File: src/rtl/tile_job_scheduler.sv
// Tile-ordered job issuer: walks the screen tile by tile, emitting one background job
// and one job per visible sprite per tile over a valid/ready handshake.
module tile_job_scheduler #(
  parameter int SCREEN_W    = 640,
  parameter int SCREEN_H    = 480,
  parameter int TILE        = 16,
  parameter int MAX_SPRITES = 32,
  localparam int SIDX_W     = $clog2(MAX_SPRITES),
  localparam int TX_W       = $clog2(SCREEN_W / TILE),
  localparam int TY_W       = $clog2(SCREEN_H / TILE),
  localparam int OFF_W      = $clog2(TILE) + 1
) (
  input  logic              clk,
  input  logic              reset_n,
  input  logic              i_cr_we,
  input  logic [3:0]        i_cr_addr,
  input  logic [7:0]        i_cr_value,
  output logic [SIDX_W-1:0] o_sprite_idx,
  input  logic [63:0]       i_sprite_struct,
  output logic [TX_W-1:0]   o_tilemap_x_idx,
  output logic [TY_W-1:0]   o_tilemap_y_idx,
  input  logic [7:0]        i_tilemap_texture_idx,
  output logic              o_job_valid,
  input  logic              i_job_ready,
  output logic [7:0]        o_job_texture,
  output logic [7:0]        o_job_z,
  output logic [OFF_W-1:0]  o_job_start_x,
  output logic [OFF_W-1:0]  o_job_start_y,
  output logic [TX_W-1:0]   o_job_tile_x,
  output logic [TY_W-1:0]   o_job_tile_y,
  output logic              o_tile_done,
  output logic              o_frame_done,
  output logic [7:0]        o_frame_cnt,
  output logic              o_busy
);

  localparam int TILES_X = SCREEN_W / TILE;
  localparam int TILES_Y = SCREEN_H / TILE;
  localparam int TILE_LG = $clog2(TILE);
  localparam logic [TX_W-1:0]  TX_LAST = TX_W'(TILES_X - 1);
  localparam logic [TY_W-1:0]  TY_LAST = TY_W'(TILES_Y - 1);
  localparam logic [15:0]      TILE16  = 16'(TILE);
  localparam logic [OFF_W-1:0] BG_OFF  = OFF_W'(TILE);

  typedef enum logic {IDLE, RUN} state_t;

  state_t            state;
  logic              enable;
  logic              continuous;
  logic [SIDX_W-1:0] sprite_cnt;
  logic [TX_W-1:0]   tile_x;
  logic [TY_W-1:0]   tile_y;
  logic [SIDX_W-1:0] idx;

  logic [15:0] spr_x, spr_y, px_x, px_y;
  logic [7:0]  spr_tex, spr_z;
  logic        spr_vis, eval, tile_end, row_end, frame_end, start_wr;
  logic        unused_bits;

  // Offset of a sprite edge relative to the tile origin, biased by one tile so a
  // sprite overlapping from the left/top still yields a positive value.
  function automatic logic [OFF_W-1:0] tile_offset(input logic [15:0] coord,
                                                   input logic [15:0] tile_px);
    logic [15:0] diff;
    diff = coord + TILE16 - tile_px;
    return diff[OFF_W-1:0];
  endfunction

  function automatic logic in_span(input logic [15:0] coord, input logic [15:0] tile_px,
                                   input logic first);
    return (first || (coord > (tile_px - TILE16))) && (coord < (tile_px + TILE16));
  endfunction

  assign spr_x   = i_sprite_struct[15:0];
  assign spr_y   = i_sprite_struct[31:16];
  assign spr_tex = i_sprite_struct[39:32];
  assign spr_z   = i_sprite_struct[47:40];
  assign px_x    = 16'(tile_x) << TILE_LG;
  assign px_y    = 16'(tile_y) << TILE_LG;

  assign spr_vis   = (spr_z != 8'd0) && in_span(spr_x, px_x, tile_x == '0)
                                     && in_span(spr_y, px_y, tile_y == '0);
  assign eval      = (state == RUN) && enable && (!o_job_valid || i_job_ready);
  assign tile_end  = idx >= sprite_cnt;
  assign row_end   = tile_x == TX_LAST;
  assign frame_end = row_end && (tile_y == TY_LAST);
  assign start_wr  = i_cr_we && (i_cr_addr == 4'h8) && i_cr_value[0];

  assign o_sprite_idx    = idx;
  assign o_tilemap_x_idx = tile_x;
  assign o_tilemap_y_idx = tile_y;
  assign o_busy          = state == RUN;
  assign unused_bits     = ^{i_sprite_struct[63:48], i_cr_value};

  always_ff @(posedge clk or negedge reset_n) begin
    if (!reset_n) begin
      enable     <= 1'b1;
      continuous <= 1'b1;
      sprite_cnt <= '0;
    end else if (i_cr_we) begin
      case (i_cr_addr)
        4'h0: begin
          enable     <= i_cr_value[0];
          continuous <= i_cr_value[1];
        end
        4'h4:    sprite_cnt <= i_cr_value[SIDX_W-1:0];
        default: ;
      endcase
    end
  end

  // Evaluation stage: one cursor step per cycle whenever the output slot is free.
  always_ff @(posedge clk or negedge reset_n) begin
    if (!reset_n) begin
      state         <= IDLE;
      tile_x        <= '0;
      tile_y        <= '0;
      idx           <= '0;
      o_job_valid   <= 1'b0;
      o_job_texture <= '0;
      o_job_z       <= '0;
      o_job_start_x <= '0;
      o_job_start_y <= '0;
      o_job_tile_x  <= '0;
      o_job_tile_y  <= '0;
      o_tile_done   <= 1'b0;
      o_frame_done  <= 1'b0;
      o_frame_cnt   <= '0;
    end else begin
      o_tile_done  <= 1'b0;
      o_frame_done <= 1'b0;

      if (state == IDLE && enable && (continuous || start_wr))
        state <= RUN;

      if (eval) begin
        if (idx == '0) begin
          o_job_valid   <= 1'b1;
          o_job_texture <= i_tilemap_texture_idx;
          o_job_z       <= 8'd0;
          o_job_start_x <= BG_OFF;
          o_job_start_y <= BG_OFF;
          o_job_tile_x  <= tile_x;
          o_job_tile_y  <= tile_y;
        end else if (spr_vis) begin
          o_job_valid   <= 1'b1;
          o_job_texture <= spr_tex;
          o_job_z       <= spr_z;
          o_job_start_x <= tile_offset(spr_x, px_x);
          o_job_start_y <= tile_offset(spr_y, px_y);
          o_job_tile_x  <= tile_x;
          o_job_tile_y  <= tile_y;
        end else begin
          o_job_valid <= 1'b0;
        end

        // A shrunken SPRITE_CNT below idx still ends the tile here.
        if (tile_end) begin
          idx         <= '0;
          o_tile_done <= 1'b1;
          if (row_end) begin
            tile_x <= '0;
            if (frame_end) begin
              tile_y       <= '0;
              o_frame_done <= 1'b1;
              o_frame_cnt  <= o_frame_cnt + 8'd1;
              if (!continuous)
                state <= IDLE;
            end else begin
              tile_y <= tile_y + TY_W'(1);
            end
          end else begin
            tile_x <= tile_x + TX_W'(1);
          end
        end else begin
          idx <= idx + SIDX_W'(1);
        end
      end else if (o_job_valid && i_job_ready) begin
        o_job_valid <= 1'b0;
      end
    end
  end

endmodule

File: config.mk
export PLATFORM = sky130hd
export DESIGN_NAME = tile_job_scheduler
export DESIGN_NICKNAME = d
export VERILOG_FILES = /design/src/rtl/tile_job_scheduler.sv
export SDC_FILE = /design/constraint.sdc
export NUM_CORES = 1
export LEC_CHECK = 0
export CAP_MARGIN = 20
export CORE_UTILIZATION = 42
export DETAILED_ROUTE_END_ITERATION = 10
export PLACE_DENSITY = 0.82
export SYNTH_ARGS = -nofsm -noshare
export SYNTH_HDL_FRONTEND = slang
export SYNTH_SLANG_ARGS = --single-unit
File: constraint.sdc
create_clock -name clk -period 3.45 [get_ports clk]
set_clock_uncertainty 0.2 [all_clocks]
set_input_delay 0.345 -clock clk [delete_from_list [all_inputs] [get_ports clk]]
set_output_delay 0.345 -clock clk [all_outputs]
set_load 0.02 [all_outputs]
==> reports/metrics.yaml <==
worstMarginPinSlew_ns: 0.905
arrival_ns: 3.51
fp.dieH_um: 106
dp_cells: 728
die_width_um: 106
yosysTopAreaCell: "dfrtp_1"
fin_cells: 753
die_area_um2: 11200
worstPathRequired_ns: 3.49
first_pass_iters: 4
p_switching_mw: 1.42
crit_type: "flop to flop"
io_buffers: 133
path_max_fanout: 9
core_area_um2: 10400
synthTopCellsByArea: "dfrtp_1 39%, ha_1 15%, mux2_2 6.0%, a22o_1 3.1%, inv_1 2.9%"
drc: 0
final_nets: 755
pwr-share-seq: 0.297
drive_gt1_frac: 0.198
place.gp.congestion: 0.890
hold_viol_final: 0
overflow: 0
timing.hold.ws_ns: 0.281
p_leak_nw: 2.99
maxSlewHeadroom: 0.397
clock.fmax_ghz: 0.288
area_growth_pct: 47.9
hold_path_class: "flop to flop"
num_antenna_cells: 0
avgRoutedWirePerCell_um: 15.9
ioPinCount: 153
clk_path_buf_depth: 2
synth_warnings: 0
setup-tns-final_ns: -0.114
cap_viol_max_count: 0
viasPerCell: 5.28
final_max_slew_viol_count: 0
end_kind: "flop"
p_per_area_nw_per_um2: 564
finalPower_mw: 3.76
synth-edff-count: 0
synthCells: 437
path_clk_slew_ns: 0.08
start_util: 0.435
ir_drop_mv: 0.323
min_period_ns: 3.47
ys_seq_area_frac: 0.400
synth_top_area_frac: 0.388
cts_buffers: 9
cts-root-buf: "clkbuf_8"
stdcell_area_um2: 6670
cts-htree-levels: 3
synth-seq-cells: 72
row_count: 37
async_reset_ff_frac: 1.00
grt_pass1_vias: 3934
cts_sinks: 72
hpwl_mm: 8.87
grt_usage: 0.219
nFillCells: 841
yosysUniqueCellTypes: 54
placed_area_um2: 6270
setup_violations: 11
violations: "negative setup slack"
period_share: 1.01
power_frac_comb: 0.515
avgSynthCellArea_um2: 10.3
intPower_mw: 2.34
vias: 3978
cts_tree: "yes"
dpl_worst_slack_ns: -0.182
synthesis.area_um2: 4510
syn_nets: 580
insertion_delay_ns: 0.35
final_util: 0.643
grt_max_degree: 73
grt_pass1_wl_mm: 19.1
fin_ws_ns: -0.0247
cp-start-kind: "flop"
synth_ff_type: "dfrtp_1"
ant_nets: 0
clkPwrFrac: 0.188
swShare: 0.377
rsz0062_at_grt: "true"
drt_iter0_drc: 137
antenna_found_initial: 0
drt_wl_total_mm: 12.0
status: "complete, but fails checks"
sequential cells by signal, indices dropped and copies added (netlist names), 6 cells and up:
name	flops
o_frame_cnt	8
o_job_texture	8
o_job_tile_x	6
o_job_z	8
o_tilemap_x_idx	6
metal layers:
layer	global-route usage	wire, um	vias to the layer above
met1	0.271	5210	1937
li1	-	-	1924
met4	0.0724	148	0
met5	0	0	-
met2	0.380	5940	108
met3	0.0445	656	9
logic make-up (layout without fill, tap and decap cells):
| family | after synthesis | after routing | share of synthesized area |
|---|---|---|---|
| AO/OA/AOI/OAI | 75 | 75 | 0.124 |
| buffers and inverters | 47 | 223 | 0.0513 |
| AND/OR/NAND/NOR | 135 | 139 | 0.156 |
| flip-flops | 72 | 72 | 0.400 |
| multiplexers | 25 | 25 | 0.0621 |
| XOR/XNOR | 28 | 28 | 0.0544 |
| adder cells (fa/ha/maj) | 55 | 55 | 0.153 |
power groups by stage:
stage / combinational, mW / sequential, mW / clock [mW]
finish: 1.94 / 1.12 / 0.706
global route: 2.12 / 1.14 / 0.770
CTS: 1.90 / 1.12 / 0.723
detailed placement: 1.84 / 1.13 / 0
global placement: 1.77 / 1.12 / 0
floorplan: 0.969 / 1.28 / 0
cell type report:
class	instances	area (um^2)	area share
well taps	136	170	0.0255
repair buffers	172	1650	0.247
inverters	35	131	0.0197
flip-flops and latches	72	1810	0.271
clock buffers	14	173	0.0259
clock inverters	2	38.8	0.00581
multi-input cells	322	2710	0.405
worst max-delay path: stages, from the launching register on:
cell and delay, ns:
dfrtp_2 0.41, inv_2 0.08, ha_4 0.15, nand2b_4 0.05, or4_4 0.53, ha_4 0.33
nand4_1 0.12, nor3_2 0.21, a221oi_2 0.11, or4b_4 0.62, and2_4 0.26, mux2_2 0.28
path summary, 6_finish.rpt:
| check | from | end | slack [ns] | cells past startpoint |
|---|---|---|---|---|
| max | o_tilemap_x_idx[0]$_DFFE_PN0P_ | o_job_tile_y[0]$_DFFE_PN0P_ | -0.02 | 11 |
| min | o_frame_cnt[7]$_DFFE_PN0P_ | o_frame_cnt[7]$_DFFE_PN0P_ | 0.28 | 1 |
| max reg2reg | o_tilemap_x_idx[0]$_DFFE_PN0P_ | o_job_tile_y[0]$_DFFE_PN0P_ | -0.02 | 11 |
| min reg2reg | o_frame_cnt[7]$_DFFE_PN0P_ | o_frame_cnt[7]$_DFFE_PN0P_ | 0.28 | 1 |
| max in group asynchronous | reset_n | o_tilemap_x_idx[0]$_DFFE_PN0P_ | 1.94 | 2 |
| min in group asynchronous | reset_n | sprite_cnt[3]$_DFFE_PN0P_ | 0.45 | 2 |
synth_stat cells (3+ instances only):
library cell,number
a21o_1,3
nor2_1,27
nand2b_1,5
buf_6,5
xor2_1,14
nor4_1,7
dfrtp_1,70
a22o_1,16
a211oi_2,8
ha_1,55
a21oi_1,17
a211oi_1,4
xnor2_1,14
o21ai_0,13
and3_1,5
nand3_1,16
nand4_1,7
nor3_1,18
nand2_1,31
clkbuf_1,3
mux2_2,24
inv_1,35
layout by cell type, fill, tap and decap left out, types with 2 or more instances in the layout:
master           Yosys  final
nor3_2               0      2
dfrtp_2              0      2
a21oi_1             17     17
o22ai_1              2      2
buf_6                5      3
nor2_1              27     27
nor3_1              18     16
dfstp_2              2      2
mux2_2              24     24
inv_2                0      2
and2_4               1      5
and3_1               5      5
a22oi_1              2      2
a22o_1              16     16
nand4_1              7      7
clkdlybuf4s50_1      0    132
ha_1                55     42
a211o_1              2      2
nor4_1               7      7
nand2b_1             5      5
or2_2                2      2
dfrtp_1             70     68
nand3_1             16     16
ha_4                 0     12
and4_1               2      2
nand4b_1             2      2
xor2_1              14     14
a21o_1               3      3
nand2_1             31     31
a211oi_2             8      8
o21ai_0             13     13
xnor2_1             14     14
clkbuf_1             3      2
clkbuf_8             0     12
buf_4                1     35
inv_1               35     33
a211oi_1             4      4
what timing repair did:
action                                  in CTS  in global routing
endpoints found under the setup margin      37                 37
hold endpoints to repair                    70                  0
hold buffers                                 1                  0
gates cloned                                 3                  1
resized for setup                            6                 13
buffers inserted                             1                  3
pin swaps                                    0                  1
Power figures use the tool's default switching activity.
